==> src/rtl/ps_setpoint_framer_pkg.sv <==
// Shared types and helpers for the power-supply setpoint framer.
package ps_setpoint_framer_pkg;

    localparam logic [7:0] FRAME_MAGIC = 8'hA5;

    typedef enum logic {
        CAPTURE,
        RESYNC
    } cap_state_e;

    typedef enum logic [1:0] {
        IDLE,
        HEADER,
        DATA,
        CHKSUM
    } tx_state_e;

    function automatic int frame_words(input int result_count);
        return result_count + 2;
    endfunction

    function automatic logic [31:0] pack_header(input logic [7:0] count, input logic [15:0] seq);
        return {FRAME_MAGIC, count, seq};
    endfunction

endpackage

==> src/rtl/ps_setpoint_frame_buffer.sv <==
// Two-bank setpoint store: one write port, one registered read port.
module ps_setpoint_frame_buffer #(
    parameter int RESULT_COUNT       = 24,
    parameter int FLOAT_WIDTH        = 32,
    parameter int RESULT_COUNT_WIDTH = (RESULT_COUNT == 1) ? 1 : $clog2(RESULT_COUNT)
) (
    input  logic                          clk,
    input  logic                          wr_en_i,
    input  logic                          wr_bank_i,
    input  logic [RESULT_COUNT_WIDTH-1:0] wr_index_i,
    input  logic [FLOAT_WIDTH-1:0]        wr_data_i,
    input  logic                          rd_bank_i,
    input  logic [RESULT_COUNT_WIDTH-1:0] rd_index_i,
    output logic [FLOAT_WIDTH-1:0]        rd_data_o
);

    logic [FLOAT_WIDTH-1:0] mem_q [2][RESULT_COUNT];
    logic [FLOAT_WIDTH-1:0] rd_data_q;

    always_ff @(posedge clk) begin
        if (wr_en_i) begin
            mem_q[wr_bank_i][wr_index_i] <= wr_data_i;
        end
        rd_data_q <= mem_q[rd_bank_i][rd_index_i];
    end

    assign rd_data_o = rd_data_q;

endmodule

==> src/rtl/ps_setpoint_framer.sv <==
// Captures fixed-length setpoint bursts into a double buffer and re-emits each
// one as a header + setpoints + XOR checksum frame on the link stream.
module ps_setpoint_framer
    import ps_setpoint_framer_pkg::*;
#(
    parameter int RESULT_COUNT       = 24,
    parameter int FLOAT_WIDTH        = 32,
    parameter int RESULT_COUNT_WIDTH = (RESULT_COUNT == 1) ? 1 : $clog2(RESULT_COUNT)
) (
    input  logic                   clk,
    input  logic                   rst_n,
    input  logic                   linkEnable,
    input  logic                   SETPOINT_TVALID,
    input  logic                   SETPOINT_TLAST,
    input  logic [FLOAT_WIDTH-1:0] SETPOINT_TDATA,
    output logic                   LINK_TVALID,
    input  logic                   LINK_TREADY,
    output logic                   LINK_TLAST,
    output logic [FLOAT_WIDTH-1:0] LINK_TDATA,
    output logic [15:0]            sequence_o,
    output logic [15:0]            overrunCount,
    output logic [15:0]            lengthErrorCount
);

    // Link handshake: a word transfers on a clock edge where LINK_TVALID && LINK_TREADY;
    // once raised, LINK_TVALID/TDATA/TLAST hold until that transfer happens.
    localparam logic [RESULT_COUNT_WIDTH-1:0] LAST_INDEX = RESULT_COUNT_WIDTH'(RESULT_COUNT - 1);
    localparam logic [RESULT_COUNT_WIDTH-1:0] INDEX_ONE  = RESULT_COUNT_WIDTH'(1);

    cap_state_e                    cap_state_q, cap_state_d;
    logic [RESULT_COUNT_WIDTH-1:0] wr_index_q, wr_index_d;
    logic                          cap_bank_q, cap_bank_d;
    logic [15:0]                   overrun_q, overrun_d;
    logic [15:0]                   len_err_q, len_err_d;
    logic                          burst_done, handoff, tx_free, link_hs, wr_en;

    tx_state_e                     tx_state_q, tx_state_d;
    logic [RESULT_COUNT_WIDTH-1:0] tx_count_q, tx_count_d;
    logic [RESULT_COUNT_WIDTH-1:0] rd_index_q, rd_index_d;
    logic [FLOAT_WIDTH-1:0]        tdata_q, tdata_d;
    logic [FLOAT_WIDTH-1:0]        chk_q, chk_d;
    logic [15:0]                   seq_q, seq_d;
    logic [FLOAT_WIDTH-1:0]        rd_data, header_word;

    assign link_hs     = LINK_TVALID && LINK_TREADY;
    assign tx_free     = (tx_state_q == IDLE) || ((tx_state_q == CHKSUM) && link_hs);
    assign header_word = FLOAT_WIDTH'(pack_header(8'(RESULT_COUNT), seq_q));
    assign wr_en       = SETPOINT_TVALID && (cap_state_q == CAPTURE);

    always_comb begin
        cap_state_d = cap_state_q;
        wr_index_d  = wr_index_q;
        cap_bank_d  = cap_bank_q;
        overrun_d   = overrun_q;
        len_err_d   = len_err_q;
        burst_done  = 1'b0;
        if (SETPOINT_TVALID) begin
            if (cap_state_q == RESYNC) begin
                if (SETPOINT_TLAST) begin
                    cap_state_d = CAPTURE;
                end
            end else if (SETPOINT_TLAST) begin
                wr_index_d = '0;
                if (wr_index_q == LAST_INDEX) begin
                    burst_done = 1'b1;
                end else begin
                    len_err_d = len_err_q + 16'd1;
                end
            end else if (wr_index_q == LAST_INDEX) begin
                wr_index_d  = '0;
                len_err_d   = len_err_q + 16'd1;
                cap_state_d = RESYNC;
            end else begin
                wr_index_d = wr_index_q + INDEX_ONE;
            end
        end
        handoff = burst_done && linkEnable && tx_free;
        if (handoff) begin
            cap_bank_d = !cap_bank_q;
        end else if (burst_done && linkEnable) begin
            overrun_d = overrun_q + 16'd1;
        end
    end

    // rd_index_d is the RAM address; rd_index_q is the word now sitting in rd_data,
    // so the next word is always ready the cycle after a handshake.
    always_comb begin
        tx_state_d = tx_state_q;
        tx_count_d = tx_count_q;
        rd_index_d = rd_index_q;
        tdata_d    = tdata_q;
        chk_d      = chk_q;
        seq_d      = seq_q;
        case (tx_state_q)
            IDLE: ;
            HEADER: begin
                if (link_hs) begin
                    tx_state_d = DATA;
                    tx_count_d = '0;
                    tdata_d    = rd_data;
                    chk_d      = chk_q ^ rd_data;
                    seq_d      = seq_q + 16'd1;
                    if (rd_index_q != LAST_INDEX) rd_index_d = rd_index_q + INDEX_ONE;
                end
            end
            DATA: begin
                if (link_hs) begin
                    if (tx_count_q == LAST_INDEX) begin
                        tx_state_d = CHKSUM;
                        tdata_d    = chk_q;
                    end else begin
                        tx_count_d = tx_count_q + INDEX_ONE;
                        tdata_d    = rd_data;
                        chk_d      = chk_q ^ rd_data;
                        if (rd_index_q != LAST_INDEX) rd_index_d = rd_index_q + INDEX_ONE;
                    end
                end
            end
            CHKSUM: begin
                if (link_hs) tx_state_d = IDLE;
            end
            default: tx_state_d = IDLE;
        endcase
        if (handoff) begin
            tx_state_d = HEADER;
            tx_count_d = '0;
            rd_index_d = '0;
            tdata_d    = header_word;
            chk_d      = header_word;
        end
    end

    always_ff @(posedge clk or negedge rst_n) begin
        if (!rst_n) begin
            cap_state_q <= CAPTURE;
            wr_index_q  <= '0;
            cap_bank_q  <= 1'b0;
            overrun_q   <= '0;
            len_err_q   <= '0;
            tx_state_q  <= IDLE;
            tx_count_q  <= '0;
            rd_index_q  <= '0;
            tdata_q     <= '0;
            chk_q       <= '0;
            seq_q       <= '0;
        end else begin
            cap_state_q <= cap_state_d;
            wr_index_q  <= wr_index_d;
            cap_bank_q  <= cap_bank_d;
            overrun_q   <= overrun_d;
            len_err_q   <= len_err_d;
            tx_state_q  <= tx_state_d;
            tx_count_q  <= tx_count_d;
            rd_index_q  <= rd_index_d;
            tdata_q     <= tdata_d;
            chk_q       <= chk_d;
            seq_q       <= seq_d;
        end
    end

    // Transmit side always reads the bank the capture side will not be writing next cycle.
    ps_setpoint_frame_buffer #(
        .RESULT_COUNT      (RESULT_COUNT),
        .FLOAT_WIDTH       (FLOAT_WIDTH),
        .RESULT_COUNT_WIDTH(RESULT_COUNT_WIDTH)
    ) u_buffer (
        .clk       (clk),
        .wr_en_i   (wr_en),
        .wr_bank_i (cap_bank_q),
        .wr_index_i(wr_index_q),
        .wr_data_i (SETPOINT_TDATA),
        .rd_bank_i (!cap_bank_d),
        .rd_index_i(rd_index_d),
        .rd_data_o (rd_data)
    );

    assign LINK_TVALID      = (tx_state_q != IDLE);
    assign LINK_TLAST       = (tx_state_q == CHKSUM);
    assign LINK_TDATA       = tdata_q;
    assign sequence_o       = seq_q;
    assign overrunCount     = overrun_q;
    assign lengthErrorCount = len_err_q;

endmodule

==> config.mk <==
export PLATFORM = sky130hd
export DESIGN_NAME = ps_setpoint_framer
export DESIGN_NICKNAME = d
export VERILOG_FILES = /design/src/rtl/ps_setpoint_framer_pkg.sv /design/src/rtl/ps_setpoint_frame_buffer.sv /design/src/rtl/ps_setpoint_framer.sv
export SDC_FILE = /design/constraint.sdc
export NUM_CORES = 2
export LEC_CHECK = 0
export ABC_AREA = 1
export BUFFER_PORTS_ARGS = -buffer_cell sky130_fd_sc_hd__buf_2
export CORE_UTILIZATION = 55
export CTS_CLUSTER_DIAMETER = 30
export CTS_CLUSTER_SIZE = 28
export DETAILED_ROUTE_END_ITERATION = 10
export HOLD_SLACK_MARGIN = 0.15
export PLACE_DENSITY_LB_ADDON = 0.3
export SYNTH_ARGS = -nofsm -noshare
export SYNTH_HDL_FRONTEND = slang
export SYNTH_SLANG_ARGS = --single-unit
export TNS_END_PERCENT = 10
==> constraint.sdc <==
create_clock -name clk -period 4.9 [get_ports clk]
set_input_delay 1.47 -clock clk [delete_from_list [all_inputs] [get_ports clk]]
set_output_delay 1.47 -clock clk [all_outputs]
set_load 0.01 [all_outputs]
==> qor.yml <==
outcome:
  run_status: "completed"
power:
  power.share.switching_pct: 33.1
  internal-power_mw: 35.4
  sequentialPowerShare_pct: 32.5
  p_sw_mw: 17.5
  vdd_ir_drop_max_mv: 0.712
  static-leakage-power_nw: 34.4
  power-per-cell-area_nw_per_um2: 602
  combPwrFrac_pct: 24.6
  power_frac_clock_pct: 42.8
sta:
  whs_ns: 0.456
  post-route-worst-setup-slack_ns: 0.751
  worst_slew_pin_slew_ns: 1.07
  minimum_clock_period_after_layout_ns: 4.15
  setup_viol_count_final: 0
  slew_viol_final: 0
  grt_setup_unrepaired: "no"
  post_route_setup_tns_ns: 0
  finalCritPeriodShare_pct: 84.7
  slew-limit-headroom_pct: 28.4
  finalClockSkew_ns: 0.0630
  timing.fmax_mhz: 241
  final-hold-violation-count: 0
critical_path:
  cell_by_cell_listing_of_the_critical_path: "inv_1 -> nor3_1 -> clkinv_1 -> nor2_1 -> ha_1 -> nand2_1 -> nor2_4 -> nand3_4 -> nand2_4 -> buf_12 -> buf_12 -> nand2_1 -> o21ai_1 -> nand3_1 -> nand3_1 -> nand3_1 -> nand3_1 -> nand2_1 -> nand2_1 -> nand2_1"
  critical_path.top_delay_family: "simple AND/OR/NAND/NOR gates"
  critPathMostFrequentCell: "nand2_1"
  crit_start: "wr_index_q[2]$_DFFE_PN0P_"
  required_ns: 5.65
  worst_path_class_setup: "flop to flop"
  critPathLaunchType: "flop"
  critPathBufInv: 4
  setup.worst_path.end_class: "flop"
  crit_slowest_cell: "dfrtp_1"
  timing.critical_path.fanout_max: 69
  critPathArrivalTime_ns: 4.90
  rr_startpoint: "wr_index_q[2]$_DFFE_PN0P_"
  critical_path.max_stage_delay_ns: 0.47
clocking:
  max-clock-path-buffers: 4
  total_number_of_h_tree_levels: 5
  clkLatencyLatePin_ns: 0.91
  cts_tree: "built"
  tritoncts_num_sinks: 1699
  root_buffer: "clkbuf_16"
  post_cts.resized_instances: 0
  clk_pin_slew_worst_paths_ns: 0.05
  post_cts_buffers: 0
  cts_buffers: 336
  postCtsHoldBufs: 0
placed_design:
  io_buffers: 119
  post-dp-hpwl_um: 114000
  place.gp.congestion: 0.867
  pre_cts_ws_ns: 0.434
  dpl-instance-area_um2: 76700
finish:
  drive_gt1_share_pct: 17.1
  post_layout_nets: 6883
  multiInputGateArea_um2: 19600
  fill_cells: 9171
  sequential_cell_area_um2: 50000
  finished_cell_area_um2: 87900
  area_delta_synth_final_pct: 20.2
floorplanning:
  core.rowCount: 133
  floorplan.die.width_um: 367
  die_height_um: 367
  starting_utilization_of_the_core_area_pct: 55.5
  core_area_um2: 132000
  top_level_ports: 120
  die-area_um2: 134000
hold_path:
  startpoint_of_the_tightest_hold_check_path: "overrunCount[15]$_DFFE_PN0P_"
  min_path_type: "flop to flop"
synth:
  average_cell_area_after_synthesis_um2: 11.2
  sequential_element_share_of_the_synthesized_area_pct: 68.4
  area_leader_netlist: "edfxtp_1"
  synthTopCellsByArea: "edfxtp_1, nand2_1, nand3_1"
  postSynth.asyncResetShare_pct: 7.71
  syn-instance-count: 6559
  syn-cell-area_um2: 73200
  synth_flop_cell: "edfxtp_1"
  yosys_warnings: 0
  synth-seq-cells: 1699
  synth.net_count: 6614
  post_synth_edffs: 1536
  synth.cells.most_frequent: "nand2_1, edfxtp_1, nand3_1"
  synthMostInstantiatedCell: "nand2_1"
  ys_types: 47
  yosys.area.top_type_share_pct: 63.0
routing:
  routedWlPerCell_um: 24.3
  via_to_cell_ratio: 5.93
  via_count: 52500
  drt-pass1-iter-count: 7
  ant_nets: 0
  drt_iter0_drc: 6712
  drc_errors: 0
  wl_um: 215000
global_route:
  global_route.overflow_total: 0
  largest_net_degree_at_the_start_of_global_routing: 123
  grt_pass1_vias: 51300
  antenna_violations_before_repair: 5
  groute.usage.overall_pct: 31.8
  first_pass_grt_wire_length_um: 319000
job:
  cap_viol_max_count: 0
[cell families after synthesis]
family / Yosys count / synth area share [%]
muxes: 14 / 0.197
buffers and inverters: 912 / 5.20
xor gates and xnor gates: 62 / 0.742
adders and majority gates: 17 / 0.291
and+or+nand+nor: 3325 / 21.0
DFF: 1699 / 68.4
AOI/OAI and AO/OA: 530 / 4.21
[power by group through the flow]
stage	registers, mW	clock network [mW]	logic (mW)
after CTS	17.2	22.8	12.8
after detailed placement	17.4	0	12.6
after global routing	17.2	23.4	13.9
after global placement	17.4	0	12.5
final	17.2	22.7	13.0
after floorplan	17.1	0	7.58
[final cells by class]
cell class	instances	area share, %
Antenna cell	4	0.0114
Clock buffer	379	9.91
Clock inverter	216	2.86
Inverter	503	2.16
Multi-Input combinational cell	3948	22.3
Sequential cell	1699	56.9
Tap cell	1755	2.50
Timing Repair Buffer	340	3.30
[routing by layer]
layer	part of all wire, %	track usage [%]	routed length (um)	vias up
met5	0.018	0	39	-
met4	5.5	17.5	11800	6
met3	12	7.45	25600	655
met2	46	49.0	98200	3290
met1	37	41.8	79600	25300
li1	-	-	-	23200
[sequential cells by signal, indices dropped and copies added (netlist names)]
signal and count:
u_buffer.mem_q 1536, LINK_TDATA 32, chk_q 32, u_buffer.rd_data_o 32, lengthErrorCount 16, overrunCount 16
sequence_o 16, rd_index_q 5, tx_count_q 5, wr_index_q 5, tx_state_q 2, cap_bank_q 1
cap_state_q 1
[layout by cell type (no fill, tap or decap), types with 68 or more instances in the layout]
cell,n
nor2_1,113
buf_4,170
clkbuf_16,339
o21ai_1,125
edfxtp_1,1536
or2_1,124
a21oi_1,73
o211ai_1,132
buf_2,118
o21ai_0,164
dfrtp_1,131
nand3b_1,68
nand2_1,1660
nand3_1,854
or2_2,249
nand4_1,77
or2_0,79
inv_1,489
[worst register-to-register path, stage by stage (launching register included)]
cell and delay (ns):
dfrtp_1 0.47, inv_1 0.13, nor3_1 0.19, clkinv_1 0.13, nor2_1 0.23, ha_1 0.19, nand2_1 0.10, nor2_4 0.33
nand3_4 0.16, nand2_4 0.39, buf_12 0.26, buf_12 0.32, nand2_1 0.13, o21ai_1 0.09, nand3_1 0.09, nand3_1 0.15
nand3_1 0.08, nand3_1 0.11, nand2_1 0.08, nand2_1 0.28, nand2_1 0.08
[worst paths after layout]
kind	end	cells past startpoint	slack, ns
max in group asynchronous	overrunCount[15]$_DFFE_PN0P_	2	3.36
min	overrunCount[15]$_DFFE_PN0P_	1	0.46
min in group asynchronous	sequence_o[14]$_DFFE_PN0P_	1	0.65
min reg2reg	overrunCount[15]$_DFFE_PN0P_	1	0.46
max reg2reg	u_buffer.rd_data_o[26]$_DFF_P_	20	0.75
max	u_buffer.rd_data_o[26]$_DFF_P_	20	0.75
[metrics by stage]
stage          cells  power, mW  util [%]
2_1_floorplan   6559       24.7         -
3_3_place_gp    8245       29.9      58.2
3_5_place_dp    8245       30.0      58.2
4_1_cts         8840       52.7      66.7
5_1_grt         8840       54.5      66.7
6_report        8844       52.9      66.7
Power figures use the tool's default switching activity.
